File: src/rtl/apb_rr_master_arbiter.sv
// Round-robin arbiter that shares one APB master port between NREQ requesters.
// It latches the winner's command, runs SETUP/ACCESS and aborts hung transfers.
module apb_rr_master_arbiter #(
    parameter int NREQ    = 4,
    parameter int AW      = 32,
    parameter int DW      = 32,
    parameter int TIMEOUT = 16
) (
    input  logic             hclk,
    input  logic             hreset,
    input  logic [NREQ-1:0]    req,
    input  logic [NREQ-1:0]    req_write,
    input  logic [NREQ*AW-1:0] req_addr,
    input  logic [NREQ*DW-1:0] req_wdata,
    output logic [NREQ-1:0]    gnt,
    output logic [NREQ-1:0]    done,
    output logic [DW-1:0]      rdata,
    output logic               err,
    output logic [AW-1:0]      paddr,
    output logic [DW-1:0]      pwdata,
    output logic               pwrite,
    output logic               psel,
    output logic               penable,
    input  logic [DW-1:0]      prdata,
    input  logic               pready,
    input  logic               pslverr
);

    localparam int IW = $clog2(NREQ);
    localparam int CW = (TIMEOUT > 1) ? $clog2(TIMEOUT) : 1;

    typedef enum logic [1:0] {IDLE, SETUP, ACCESS} state_t;

    state_t          state;
    state_t          state_nxt;
    logic [IW-1:0]   last;
    logic [IW-1:0]   win;
    logic            win_valid;
    logic [IW-1:0]   cand;
    logic [CW-1:0]   cnt;
    logic            timeout_hit;

    // Search upward from the slot after the last winner, wrapping around.
    always_comb begin
        win       = '0;
        win_valid = 1'b0;
        cand      = '0;
        for (int k = 1; k <= NREQ; k++) begin
            cand = IW'((int'(last) + k) % NREQ);
            if (!win_valid && req[cand]) begin
                win       = cand;
                win_valid = 1'b1;
            end
        end
    end

    always_comb begin
        state_nxt   = state;
        psel        = 1'b0;
        penable     = 1'b0;
        done        = '0;
        rdata       = '0;
        err         = 1'b0;
        timeout_hit = 1'b0;
        case (state)
            IDLE: begin
                if (win_valid) begin
                    state_nxt = SETUP;
                end
            end
            SETUP: begin
                psel      = 1'b1;
                state_nxt = ACCESS;
            end
            ACCESS: begin
                psel        = 1'b1;
                penable     = 1'b1;
                timeout_hit = (TIMEOUT != 0) && !pready && (cnt == CW'(TIMEOUT - 1));
                if (pready) begin
                    done      = gnt;
                    rdata     = pwrite ? '0 : prdata;
                    err       = pslverr;
                    state_nxt = IDLE;
                end else if (timeout_hit) begin
                    // Abort: report an error with no data
                    done      = gnt;
                    err       = 1'b1;
                    state_nxt = IDLE;
                end
            end
            default: begin
                state_nxt = IDLE;
            end
        endcase
    end

    always_ff @(posedge hclk) begin
        if (hreset) begin
            state  <= IDLE;
            gnt    <= '0;
            paddr  <= '0;
            pwdata <= '0;
            pwrite <= 1'b0;
            last   <= IW'(NREQ - 1);
            cnt    <= '0;
        end else begin
            state <= state_nxt;
            case (state)
                IDLE: begin
                    if (win_valid) begin
                        paddr  <= req_addr[win*AW +: AW];
                        pwdata <= req_wdata[win*DW +: DW];
                        pwrite <= req_write[win];
                        gnt    <= {{(NREQ-1){1'b0}}, 1'b1} << win;
                        last   <= win;
                    end
                end
                SETUP: begin
                    cnt <= '0;
                end
                ACCESS: begin
                    if (state_nxt == IDLE) begin
                        gnt <= '0;
                    end else begin
                        cnt <= cnt + 1'b1;
                    end
                end
                default: begin
                end
            endcase
        end
    end

endmodule

File: config.mk
export PLATFORM = sky130hd
export DESIGN_NAME = apb_rr_master_arbiter
export DESIGN_NICKNAME = d
export VERILOG_FILES = /design/src/rtl/apb_rr_master_arbiter.sv
export SDC_FILE = /design/constraint.sdc
export NUM_CORES = 1
export LEC_CHECK = 0
export CORE_AREA = 4 4 158 160
export CTS_CLUSTER_SIZE = 8
export DETAILED_ROUTE_END_ITERATION = 10
export DIE_AREA = 0 0 162 164
export PLACE_DENSITY = 0.64
export SYNTH_ARGS = -nofsm -noshare
export SYNTH_HDL_FRONTEND = slang
export SYNTH_SLANG_ARGS = --single-unit
File: constraint.sdc
create_clock -name hclk -period 2.1 [get_ports hclk]
set_input_delay 0.525 -clock hclk [delete_from_list [all_inputs] [get_ports hclk]]
set_output_delay 0.525 -clock hclk [all_outputs]
set_load 0.02 [all_outputs]
---- Word level (Yosys, flattened, before mapping) ----
Cells that the tools add are included.
cells by class
  $add $sub $neg .......................... 5
  order comparisons ....................... 5
  reductions and logical operators ........ 16
  eq/ne operators ......................... 6
  shifts and indexed selects .............. 3
  muxes and demuxes ....................... 38
operator list
  kind                                                                          number
  128-bit by 8-bit indexed part select with 32-bit output                       2
  32-bit two-way mux                                                            3
  4-bit two-way mux                                                             6
  4-bit case mux with 2 select lines                                            2
  2-bit by 3-bit less-than comparator with 1-bit output, second input constant  5
  1-bit two-way mux                                                             14
  2-bit two-way mux                                                             7
  1-bit binary-select mux with 2-bit select                                     5
  2-bit != test, second input constant                                          3
  2-bit case mux with 3 select lines                                            1
  2-bit by 1-bit adder with 2-bit output, second input constant                 2
  2-bit adder, second input constant                                            2
  4-bit by 1-bit adder with 4-bit output, second input constant                 1
  4-bit equality test, second input constant                                    1
  1-bit logical AND                                                             4
  1-bit logical NOT                                                             4
  2-bit logical NOT                                                             2
  2-bit AND reduction                                                           2
  2-bit nonzero test                                                            2
  1-bit by 2-bit left shift with 4-bit output, first input constant             1
  3-bit AND reduction                                                           1
  2-bit by 1-bit equality test with 1-bit output, second input constant         1
  2-bit equality test, second input constant                                    1
  2-bit OR reduction                                                            1
word-level totals
  logic and storage cells ................. 80
  bits in registers ....................... 77
  output and inout port bits .............. 108

---- Logic depth before layout (Yosys ltp) ----
  depth in word-level cells ............... 18
  mapped depth ............................ 9
  depth with buffers taken out ............ 7

---- Least setup slack after synthesis ----
OpenSTA, ideal clock, no wires.
  kind .................................... register to output
  start point ............................. register state[0]
  end point ............................... output err
  buffers on the path ..................... 1
  setup slack ............................. -233 ps
  arrival time ............................ 1,808 ps
  required time ........................... 1,575 ps
  stages on the path, launching flop included .. 6
  path through ............................ dfxtp_1 > inv_1 > ha_1 > clkbuf_1 > nor2b_1 > a21boi_0
on the way
  cells in the longest elaborated chain, start to end .. 2
RTL lines
  what                      line  text
  start: declaration        34    state_t state;
  start signal: assignment  107   state <= state_nxt;
  2-bit equality test       65    case (state)
  1-bit two-way mux         65
  end: declaration          18    output logic err,
No other way between the ends.

---- Worst setup path in the final report ----
  start point ............................. register state[0]
  end point ............................... output rdata[26]
on the way
  cells in the longest elaborated chain, start to end .. 2
RTL lines
  what                 line  text
  2-bit equality test  65
  32-bit two-way mux   65
  end: declaration     17    output logic [DW-1:0] rdata,
No other way between the ends.

==> flow_summary.json <==
{
  "run_status": "complete, but fails checks",
  "failed_checks": "setup timing",
  "synth_cells": 659,
  "ys.flop_type": "dfxtp_1",
  "track_usage_pct": 20.1,
  "min_from": "gnt[3]",
  "finalSetupViolCount": 1,
  "finalCritPeriodShare_pct": 100,
  "clk_pin_slew_worst_paths_ns": 0.07,
  "syn_nets": 964,
  "antenna_found_initial": 1,
  "grt-ovfl-total": 0,
  "synth_seq_cells": 77,
  "report.final.slew_viol_count": 0,
  "critPathArrivalTime_ns": 1.58,
  "fillers": 2268,
  "core_area_sq_um": 23400,
  "dr.pass1.iters": 4,
  "power.density_nw_per_um2": 732,
  "dpl_worst_slack_ns": -0.685,
  "r2r_cells": 8,
  "placedInstanceArea_sq_um": 10800,
  "tightest_slew_ns": 0.439,
  "power.leakage_nw": 4.65,
  "vias": 6937,
  "grt_first_pass_wirelength_um": 42100,
  "die_w_um": 162,
  "wl_per_cell_um": 19.7,
  "drt_iter0_drc": 300,
  "synth_area_sq_um": 5870,
  "die_h_um": 164,
  "fin_area_sq_um": 11400,
  "gp_congestion": 0.859,
  "max_cap_violations": 0,
  "report.final.hold_viol_count": 0,
  "synthArstFlopShare_pct": 0,
  "synth_most_common_cell": "a211oi_1",
  "yosysTopAreaCellShare_pct": 26.3,
  "initial_utilization_pct": 25.1,
  "slew_headroom_pct": 70.5,
  "ys.warnings.count": 0,
  "reg2reg_from": "state[1]",
  "grt_max_degree": 45,
  "vdd_drop_max_mv": 0.415,
  "cpPeakStageDelay_ns": 0.33,
  "regToRegSetupSlack_ns": 0.11,
  "stdcell_count": 1415,
  "fin_util_pct": 48.6,
  "required_ns": 1.57,
  "synth_enable_flop_cells": 0,
  "critical_path.cell_chain": "inv_2 > ha_4 > nand2_4 > nor2_4 > buf_6 > and2_4 > buf_6",
  "clock.fmax_mhz": 476,
  "ys_types": 47,
  "drt-total-wl_um": 27800,
  "rsz0062_at_grt": "true",
  "clockBufferDepth": 2,
  "rr_endpoint": "gnt[0]",
  "drive_gt1_share_pct": 23.4,
  "grt_pass1_vias": 7303,
  "timing.critical_path.mode_cell": "buf_6",
  "post-route-min-period_ns": 2.10,
  "synthTopCellsByCount": "a211oi_1 (140), dfxtp_1 (77), inv_1 (70)",
  "nNetsFinal": 1395,
  "hold_class": "register to register",
  "tns_ns": -0.000629,
  "hold_depth": 1,
  "setup.worst_path.end_class": "primary output",
  "fp.dieArea_sq_um": 26600,
  "cpMaxStageDelayCell": "dfxtp_2",
  "ant_nets": 0,
  "syn_to_final_growth_pct": 93.9,
  "synth_seq_area_share_pct": 26.3,
  "htree_levels": 3,
  "crit_path_start_kind": "register",
  "drcViolationCount": 0,
  "syn-mean-instance-area_sq_um": 8.90,
  "cts_buffers": 9,
  "cts_tree": "built",
  "path_class": "register to primary output",
  "cts-root-buf": "clkbuf_16",
  "via_per_inst": 4.90,
  "num_rows": 56,
  "synth_top_area_cell": "dfxtp_1",
  "dpl.hpwl_um": 21700,
  "cp_max_fo": 8,
  "io_pins": 408,
  "portBuffers": 407,
  "final.setup.worst_slack_ns": -0.000629,
  "dp_cells": 1392,
  "clk_latency_ns": 0.35,
  "worstHoldEndpoint": "gnt[3]",
  "clock_skew_ns": 0.0117,
  "yosys-top-cells-area": "dfxtp_1 (26%), a211oi_1 (18%), a211oi_2 (12%)",
  "cts_sinks": 77
}
state kept, by name, indices dropped and copies added (netlist names):
signal  flops
pwdata     32
pwrite      1
paddr      32
last        2
cnt         4
state       2
gnt         4
report_power, final:
| part | switching (mW) | internal [mW] |
|---|---|---|
| clock | 0.723 | 0.881 |
| sequential | 0.211 | 1.81 |
| combinational | 2.34 | 2.36 |
| total | 3.27 | 5.05 |
worst max-delay path: cells and delay by family (launching register included):
kind | cells | cell delay [ns]
adders and majority gates | 1 | 0.17
and+or+nand+nor | 3 | 0.38
DFF | 1 | 0.33
buffers and inverters | 3 | 0.36
worst max-delay path by stage:
stage / slack (ns) / endpoint / startpoint
final: -0.0006 / rdata[26] / state[0]
after global routing: -0.07 / rdata[26] / state[0]
after CTS: -0.1 / rdata[11] / state[0]
after detailed placement: -0.68 / rdata[21] / pready
after global placement: -0.65 / rdata[17] / pready
after floorplan: 0.007 / rdata[10] / state[0]
cell usage in the layout (no fill, tap or decap), types with 3 or more instances in the layout:
cell type	n
nand3b_1	5
mux2i_1	65
dfxtp_1	76
a21oi_1	4
nor2_1	7
a32o_1	5
buf_12	17
buf_6	39
dlygate4sd2_1	5
o21ai_0	3
a211o_1	3
and2_4	33
nor3_1	3
buf_4	60
buf_2	5
o21bai_1	65
and2_1	5
clkdlybuf4s50_1	362
inv_1	68
clkbuf_16	9
a211oi_2	59
nand2_1	6
a211oi_1	138
inv_2	3
layer usage:
layer,vias to the layer above,GRT usage (%),part of all wire [%]
li1,3346,-,-
met1,3252,24.1,41
met5,-,0,0
met2,297,35.0,48
met3,42,5.62,7.8
met4,0,6.57,2.4
what timing repair did:
action                     in CTS  in global routing
resized for setup             267                 22
hold buffers                    0                  0
buffers inserted                4                  2
setup endpoints to repair     110                 87
pin swaps                      25                 13
gates cloned                    3                  0
metrics by stage:
step	hold WS [ns]	power, mW
floorplan	0.473	4.38
global placement	0.479	6.65
detailed placement	0.477	6.66
CTS	0.494	8.40
global route	0.523	8.80
finish	0.488	8.32
logic make-up (layout without fill, tap and decap cells):
| kind of cell | count (synthesis) | after routing | synth area share (%) |
|---|---|---|---|
| AND/OR/NAND/NOR | 75 | 75 | 7.74 |
| adder cells (fa/ha/maj) | 5 | 5 | 1.07 |
| buffers and inverters | 141 | 577 | 10.5 |
| multiplexers | 66 | 66 | 11.3 |
| other | 0 | 1 | 0 |
| AO/OA/AOI/OAI | 295 | 295 | 43.1 |
| flip-flops | 77 | 77 | 26.3 |
layout make-up:
class | count | area, sq um | share of cell area (%)
repair buffers | 490 | 4940 | 43.4
multi-input cells | 441 | 3930 | 34.6
flip-flops and latches | 77 | 1540 | 13.6
well taps | 319 | 399 | 3.51
inverters | 71 | 267 | 2.34
clock buffers | 11 | 253 | 2.22
clock inverters | 5 | 42.5 | 0.374
diodes | 1 | 2.50 | 0.0220
Note: power is estimated with default switching activity, not from simulation.
